[src/rtl/spi_ram_slave.sv]
// spi_ram_slave: SPI slave with an integrated single-port RAM.
//
// Each frame (SS_n low) carries a 2-bit opcode, then a payload:
//   00 SET_WADDR : ADDR_W address bits -> wr_addr, then ignore until SS_n rises
//   01 WRITE     : DATA_W-bit words, burst, each committed to mem[wr_addr++]
//   10 SET_RADDR : ADDR_W address bits -> rd_addr, then ignore until SS_n rises
//   11 READ      : gap-free burst of mem[rd_addr++] on MISO, MSB first
// Pointers persist across frames and wrap modulo 2**ADDR_W. The RAM (mem) is
// not cleared by reset.
//
// Ports:
//   clk   : block clock (the SPI bit clock), rising-edge sampling
//   rst_n : synchronous active-low reset
//   SS_n  : slave select, active low
//   MOSI  : serial data in, MSB first
//   MISO  : serial data out, MSB first, registered; 0 outside READ payload
//
// Handshake: there is no valid/ready pair here. Every rising edge with SS_n=0
// consumes exactly one MOSI bit (or produces one MISO bit in READ); SS_n=1 on
// any edge aborts the frame and discards any partial word or address.
module spi_ram_slave #(
  parameter int ADDR_W = 8,
  parameter int DATA_W = 8
) (
  input  logic clk,
  input  logic rst_n,
  input  logic SS_n,
  input  logic MOSI,
  output logic MISO
);

  localparam int SR_W  = (ADDR_W > DATA_W) ? ADDR_W : DATA_W;
  localparam int CNT_W = $clog2(SR_W);

  localparam logic [CNT_W-1:0] ADDR_LAST = CNT_W'(ADDR_W - 1);
  localparam logic [CNT_W-1:0] DATA_LAST = CNT_W'(DATA_W - 1);

  typedef enum logic [2:0] {
    IDLE,
    CMD,
    WADDR,
    WDATA,
    RADDR,
    RDATA,
    HOLD
  } state_t;

  logic [DATA_W-1:0] mem [2**ADDR_W];

  state_t            state_q, state_d;
  logic [CNT_W-1:0]  cnt_q, cnt_d;
  logic [SR_W-1:0]   sr_q, sr_d;
  logic [ADDR_W-1:0] wr_addr_q, wr_addr_d;
  logic [ADDR_W-1:0] rd_addr_q, rd_addr_d;
  logic              miso_q, miso_d;

  logic              mem_we;
  logic [DATA_W-1:0] mem_wdata;
  logic [DATA_W-1:0] rd_word;
  logic [SR_W-1:0]   sr_shift;

  always_comb begin
    state_d   = state_q;
    cnt_d     = cnt_q;
    sr_d      = sr_q;
    wr_addr_d = wr_addr_q;
    rd_addr_d = rd_addr_q;
    miso_d    = 1'b0;
    mem_we    = 1'b0;
    sr_shift  = {sr_q[SR_W-2:0], MOSI};
    mem_wdata = sr_shift[DATA_W-1:0];
    rd_word   = mem[rd_addr_q];

    if (SS_n) begin
      // Abort or idle: anything partially shifted is thrown away.
      state_d = IDLE;
      cnt_d   = '0;
      sr_d    = '0;
    end else begin
      case (state_q)
        IDLE: begin
          // MOSI on the select edge carries no information.
          state_d = CMD;
          cnt_d   = '0;
          sr_d    = '0;
        end
        CMD: begin
          if (cnt_q == '0) begin
            sr_d  = sr_shift;
            cnt_d = CNT_W'(1);
          end else begin
            cnt_d = '0;
            sr_d  = '0;
            case ({sr_q[0], MOSI})
              2'b00:   state_d = WADDR;
              2'b01:   state_d = WDATA;
              2'b10:   state_d = RADDR;
              default: state_d = RDATA;
            endcase
          end
        end
        WADDR, RADDR: begin
          sr_d  = sr_shift;
          cnt_d = cnt_q + CNT_W'(1);
          if (cnt_q == ADDR_LAST) begin
            if (state_q == WADDR) wr_addr_d = sr_shift[ADDR_W-1:0];
            else                  rd_addr_d = sr_shift[ADDR_W-1:0];
            state_d = HOLD;
            cnt_d   = '0;
            sr_d    = '0;
          end
        end
        WDATA: begin
          sr_d  = sr_shift;
          cnt_d = cnt_q + CNT_W'(1);
          if (cnt_q == DATA_LAST) begin
            // Shift register is cleared per word, so the low DATA_W bits are the word.
            mem_we    = 1'b1;
            wr_addr_d = wr_addr_q + ADDR_W'(1);
            cnt_d     = '0;
            sr_d      = '0;
          end
        end
        RDATA: begin
          if (cnt_q == '0) begin
            // Load edge: MSB goes straight out, remaining bits wait in sr.
            sr_d               = '0;
            sr_d[DATA_W-1:0]   = {rd_word[DATA_W-2:0], 1'b0};
            miso_d             = rd_word[DATA_W-1];
            rd_addr_d          = rd_addr_q + ADDR_W'(1);
          end else begin
            miso_d = sr_q[DATA_W-1];
            sr_d   = sr_q << 1;
          end
          // The edge that emits the LSB rolls the counter to 0 so the next
          // edge reloads without a gap.
          if (cnt_q == DATA_LAST) cnt_d = '0;
          else                    cnt_d = cnt_q + CNT_W'(1);
        end
        HOLD: begin
          state_d = HOLD;
        end
        default: begin
          state_d = IDLE;
          cnt_d   = '0;
          sr_d    = '0;
        end
      endcase
    end
  end

  always_ff @(posedge clk) begin
    if (!rst_n) begin
      state_q   <= IDLE;
      cnt_q     <= '0;
      sr_q      <= '0;
      wr_addr_q <= '0;
      rd_addr_q <= '0;
      miso_q    <= 1'b0;
    end else begin
      state_q   <= state_d;
      cnt_q     <= cnt_d;
      sr_q      <= sr_d;
      wr_addr_q <= wr_addr_d;
      rd_addr_q <= rd_addr_d;
      miso_q    <= miso_d;
    end
  end

  // RAM has no reset; a write coinciding with reset is suppressed.
  always_ff @(posedge clk) begin
    if (rst_n && mem_we) mem[wr_addr_q] <= mem_wdata;
  end

  assign MISO = miso_q;

endmodule

[config.mk]
export PLATFORM = sky130hd
export DESIGN_NAME = spi_ram_slave
export DESIGN_NICKNAME = d
export VERILOG_FILES = /design/src/rtl/spi_ram_slave.sv
export SDC_FILE = /design/constraint.sdc
export NUM_CORES = 2
export LEC_CHECK = 0
export CAP_MARGIN = 0
export CORE_MARGIN = 2
export CORE_UTILIZATION = 34
export CTS_BUF_LIST = sky130_fd_sc_hd__clkbuf_4
export CTS_CLUSTER_SIZE = 8
export DETAILED_ROUTE_END_ITERATION = 6
export PLACE_DENSITY = 0.52
export SLEW_MARGIN = 20
export SYNTH_ARGS = -nofsm -noshare
export SYNTH_HDL_FRONTEND = slang
export SYNTH_SLANG_ARGS = --single-unit
[constraint.sdc]
create_clock -name clk -period 7.1 [get_ports clk]
set_input_delay 1.42 -clock clk [delete_from_list [all_inputs] [get_ports clk]]
set_output_delay 1.42 -clock clk [all_outputs]
set_load 0.01 [all_outputs]
After elaboration in Yosys (flattened, before gate mapping)
Memory sizes are Yosys's and may differ from the RTL's. A register that Yosys moved wholly into a read port is not among the register bits.
Cells that the tools add are included.
{ "word_totals": {"inputBits": 4, "rom_bits": 0, "mem_bits_rw": 2048, "out_inout_bits": 1, "wordCells": 71, "n_memories": 1, "latchBits": 0, "reg_bits": 31} }
{ "op_classes": {"bitwise": 4, "order_cmp": 0, "reduce_logical": 15, "n_div": 0, "add_sub_neg": 3, "eq_ne": 15, "shifts": 0, "multipliers": 0, "muxes": 27} }
{ "memory_table": {"columns": ["name", "words", "word_bits", "rd", "rd_ports_with_merged_regs", "wr", "line", "source"], "rows": [
  ["mem", 256, 8, 1, 1, 1, "48", "logic [DATA_W-1:0] mem [2**ADDR_W];"]
]} }
{ "op_table": {"columns": ["operator", "count"], "rows": [
  ["8-bit 2-to-1 mux", 11],
  ["8-bit case mux with 2 select lines", 2],
  ["8-bit case mux with 4 select lines", 1],
  ["3-bit case mux with 3 select lines", 2],
  ["8-bit by 1-bit adder with 8-bit output (second input constant)", 2],
  ["3-bit case mux with 5 select lines", 1],
  ["3-bit == test (second input constant)", 4],
  ["2-bit != test (second input constant)", 6],
  ["5-bit AND reduction", 2],
  ["3-bit 2-to-1 mux", 3],
  ["1-bit 2-to-1 mux", 7],
  ["3-bit by 2-bit == test with 1-bit output (second input constant)", 2],
  ["3-bit logical NOT", 2],
  ["2-bit OR reduction", 3],
  ["3-bit OR reduction", 2],
  ["1-bit inverter", 4],
  ["2-bit nonzero test", 2],
  ["4-bit OR reduction", 1],
  ["3-bit by 1-bit adder with 3-bit output (second input constant)", 1],
  ["3-bit by 1-bit == test with 1-bit output (second input constant)", 1],
  ["3-bit AND reduction", 1],
  ["2-bit by 1-bit == test with 1-bit output (second input constant)", 1],
  ["2-bit == test (second input constant)", 1],
  ["2-bit logical NOT", 1],
  ["1-bit logical AND", 1]
]} }

Longest topological paths before layout
{ "depth": {"word_depth": 7, "mapped_depth": 13} }

Worst setup path before layout
No wires, ideal clock.
{ "synth_timing": {"kind": "flip-flop to flip-flop", "from": "reg sr_q[3] (netlist name)", "to": "reg sr_q[3]", "t_arrival_ns": 4.485, "period_less_slack_ns": 4.583, "n_path_buf": 0, "path_stages_with_launch": 4, "slack_ns": 2.517, "setup_time_ns": 0.097, "path_cell_list": "dfxtp_1 a22oi_1 and2b_1 a221oi_1"} }
{ "synth_rtl": {"columns": ["element", "line", "source"], "rows": [
  ["end signal: assignment", "163", "sr_q <= sr_d;"],
  ["end: declaration", "52", "logic [SR_W-1:0] sr_q, sr_d;"]
]} }

Worst setup path after layout
{ "layout_timing": {"from": "reg state_q[0]", "to": "mem mem[240][7] (enable)"} }
{ "layout_between": {"elab_chain_len": 6} }
{ "layout_lines": {"columns": ["element", "line", "source"], "rows": [
  ["start: declaration", "50", "state_t state_q, state_d;"],
  ["start signal: assignment", "161", "state_q <= state_d;"],
  ["3-bit by 2-bit == test with 1-bit output", "80", "case (state_q)"],
  ["1-bit 2-to-1 mux", "80", null],
  ["1-bit 2-to-1 mux", "74", "if (SS_n) begin"],
  ["1-bit logical AND", "172", "if (rst_n && mem_we) mem[wr_addr_q] <= mem_wdata;"],
  ["1-bit 2-to-1 mux", "172", null],
  ["1-bit 2-to-1 mux (implied by the code)", "172", null],
  ["end: declaration", "48", null]
]} }
Every way passes these cells.

==> results.txt <==
The peak supply drop is 0.1542 mV. Counting along the longest clock path gives a buffer depth of 4. The final critical path takes up 59.45% of the cycle. The overall routing resource usage is 19.93%. The final route contains 43480 vias.

The utilization after layout came out at 38.33%. The die width came out at 495.3 um. The number of setup buffers added after CTS is 0.

The final HPWL from detailed placement came out at 145000 um. Walking the worst path, the cells encountered are nor2b_1 -> nand2_1 -> nor2_1 -> and3_1 -> nand3_1 -> nor2_1. Ranked by total cell area, the synthesized netlist is headed by sky130_fd_sc_hd__edfxtp_1, sky130_fd_sc_hd__mux4_2, sky130_fd_sc_hd__mux2i_1. The DRC violations left is 0. The type of the most critical hold path is register to register. The post-synthesis register bit count came out at 2087. On the final layout, the worst clock skew is 0.09400 ns. The tree built by TritonCTS fans out to 2087 sinks. The region available for standard cell placement spans 0.2403 mm^2. The number of buffers added by the clock tree synthesis step came out at 551. The average wire per standard cell came out at 31.03 um.

The kind of start point of the critical path is a register. The number of instances in the synthesized netlist came out at 3968. Once routing completed, OpenROAD measured the worst setup slack at 2.879 ns. By instance count, the cell type seen most on the critical path is sky130_fd_sc_hd__nor2_1. The global-route wire length before repair came out at 344200 um. The number of nets in the final layout came out at 4408. The number of enable-type register cells in the synthesized netlist came out at 2048.

Once detail routing completed, the nets flagged for antenna violations numbered 0. The routed via count divided by cell count came out at 5.480. The largest net degree at the start of global routing is 145. The wire length reported by the detailed router came out at 246200 um. In this run the tool buffered the top-level ports with 4 buffer cells. Max-cap violations in this run came to 0. The H-tree generated during clock tree synthesis spans 6 levels.

The start of the worst register-to-register path is state_q[0]. The number of global-route vias before repair came out at 44140. The fraction of final layout cells with drive strength greater than 1 is 30.09%. Setup repair after global routing left no endpoint under its margin.

For this run, the leading register cell type out of synthesis is sky130_fd_sc_hd__edfxtp_1. The time the final worst path needs with I/O delays and setup is 4.221 ns. The count of hold buffers inserted by post-cts repair came out at 0. The clock latency on the worst-skew pair is 1.36 ns.

The number of gates resized after CTS was 0. The netlist uses 79 different library cells. The total count of hold-check failures in the final report came out at 0. The critical path's top delay family is simple AND/OR/NAND/NOR gates.

The final-layout worst hold slack came out at 0.5054 ns. The post-synth design cell area is 0.08208 mm^2. The share of synthesized area in the top cell type comes to 74.92%. The starting density of the core came out at 34.16%. The synthesized area per cell is 20.69 um^2. For this run, the top clock speed supported by timing is 236.9 MHz. The biggest fanout along the worst timing path came out at 22.

The worst setup path is captured at a register. The die outline area is 0.2454 mm^2. The worst slew margin relative to its limit is 18.68%.

The leakage component of the power came out at 27.74 nW. The total power of the final layout is 23.50 mW. The final number of max-transition violations is 0. For this run, asynchronously set or reset flops after synthesis account for 0%. The row count came out at 180. In this run the power density over the cells is 255.2 mW/mm^2. The arrival time of the worst setup path came out at 5.13 ns.

TritonCTS built the clock tree. The height of the die is 495.3 um. In this run the worst setup path begins at state_q[0].

For the pin with the worst max-slew slack, the measured transition is 1.215 ns. The startpoint identified for the worst hold timing path is sr_q[7]. The flow ran to the end, and the final reports show no timing, DRC or antenna violations.

After routing, the total negative slack on setup checks comes to 0 ns. The number of warnings printed during yosys synthesis came out at 0. The layout overhead on the synthesized area came out at 12.21%. In the layout the commonest cells are sky130_fd_sc_hd__edfxtp_1, sky130_fd_sc_hd__clkbuf_4, sky130_fd_sc_hd__mux4_2. The initial antenna violation count came out at 14.

Setup violations remaining at the end of the flow were counted as 0. After the first detailed-routing iteration, the DRC count stood at 5429. The worst path required time is 8.01 ns. The worst path buffer plus inverter count came out at 0. The net count of the mapped netlist is 3980. The critical path in this run is classified as register to register.

Of the synthesized area, sequential elements account for 75.88%. After clock tree synthesis, the clock-pin slew on the worst setup and hold paths is 0.07 ns. The buffer cell driving the clock tree root is sky130_fd_sc_hd__clkbuf_4. On the worst path, the slowest cell contributes a delay of 0.85 ns. The leading area contributor after synthesis is sky130_fd_sc_hd__edfxtp_1. The number of iterations in the first detailed-routing pass came out at 6. The routability congestion estimate from global placement came out at 0.8372. Before CTS, the worst setup slack after placement is 1.667 ns.

Among all stages on the critical path, the largest delay is contributed by sky130_fd_sc_hd__nor2_1. The I/O pin count came out at 5. Global routing finished with a remaining overflow of 0. The fill cell instance count of the final layout came out at 21840. The most common cell after layout, fill and taps aside is sky130_fd_sc_hd__edfxtp_1.
cell families (layout without fill, tap and decap cells):
family          Yosys count  count (layout)  share of synthesized area, %
compound gates          340             340                         2.890
buf+inv                 245            1010                         1.951
simple gates            645             645                         3.486
flops                  2087            2087                         75.88
fa+ha+maj                 8               8                        0.1220
xor+xnor                  2               2                       0.02134
other cells               0              16                             0
mux                     641             641                         15.65
cells in the mapped netlist, types with 40 or more instances:
cell type / number
sky130_fd_sc_hd__o21ai_0: 50
sky130_fd_sc_hd__mux2i_1: 120
sky130_fd_sc_hd__mux4_2: 460
sky130_fd_sc_hd__nor2_1: 318
sky130_fd_sc_hd__buf_2: 58
sky130_fd_sc_hd__edfxtp_1: 2048
sky130_fd_sc_hd__nand2_1: 130
sky130_fd_sc_hd__mux4_1: 40
sky130_fd_sc_hd__nand3_1: 42
sky130_fd_sc_hd__nor2b_1: 50
sky130_fd_sc_hd__buf_6: 41
sky130_fd_sc_hd__clkbuf_1: 78
sky130_fd_sc_hd__a22oi_1: 53
sky130_fd_sc_hd__a21oi_1: 54
state kept, by name (all words and copies together), names as in the netlist, named ones only:
signal,count
cnt_q,3
mem,2048
rd_addr_q,8
MISO,1
sr_q,8
state_q,3
wr_addr_q,8
worst reg2reg max path, cell delays in order (launching register included):
cell	delay (ns)
sky130_fd_sc_hd__dfxtp_1	0.48
sky130_fd_sc_hd__nor2b_1	0.36
sky130_fd_sc_hd__nand2_1	0.49
sky130_fd_sc_hd__nor2_1	0.38
sky130_fd_sc_hd__and3_1	0.44
sky130_fd_sc_hd__nand3_1	0.80
sky130_fd_sc_hd__nor2_1	0.87
final cells by class:
cell class	instances	area (um^2)	area share, %
Tap cell	3185	3985	4.327
Sequential cell	2087	62330	67.67
Clock buffer	778	5841	6.341
Clock inverter	112	564.3	0.6127
Multi-Input combinational cell	1636	18290	19.86
Inverter	14	57.56	0.06249
Timing Repair Buffer	106	998.5	1.084
Antenna cell	16	40.04	0.04347
per-layer routing:
metal	up-vias	track usage [%]	routed length [um]
met2	2247	31.07	116800
met4	4	7.204	7768
met1	23120	27.43	102200
met3	425	4.453	19340
met5	-	0	27
li1	17680	-	-
where the power goes:
group	switching (mW)	total, mW	internal (mW)	leakage [nW]
Combinational	0.0685	0.0843	0.0158	5.13
Clock	4.89	10.1	5.18	3.87
Sequential	0.00589	13.3	13.3	18.7
path summary, 6_finish.rpt:
kind / to / slack, ns / depth (start not counted)
worst min-delay path: MISO / 0.51 / 2
worst max register to register: mem[240][7] / 2.88 / 6
worst max-delay path: mem[240][7] / 2.88 / 6
worst min register to register: MISO / 0.51 / 2
per-stage QoR:
stage | std cells | instance area (um^2)
CTS | 7918 | 92050
global placement | 7028 | 85640
global route | 7931 | 92100
floorplan | 3968 | 82080
detailed placement | 7028 | 85640
finish | 7934 | 92100
Note: power is estimated with default switching activity, not from simulation.
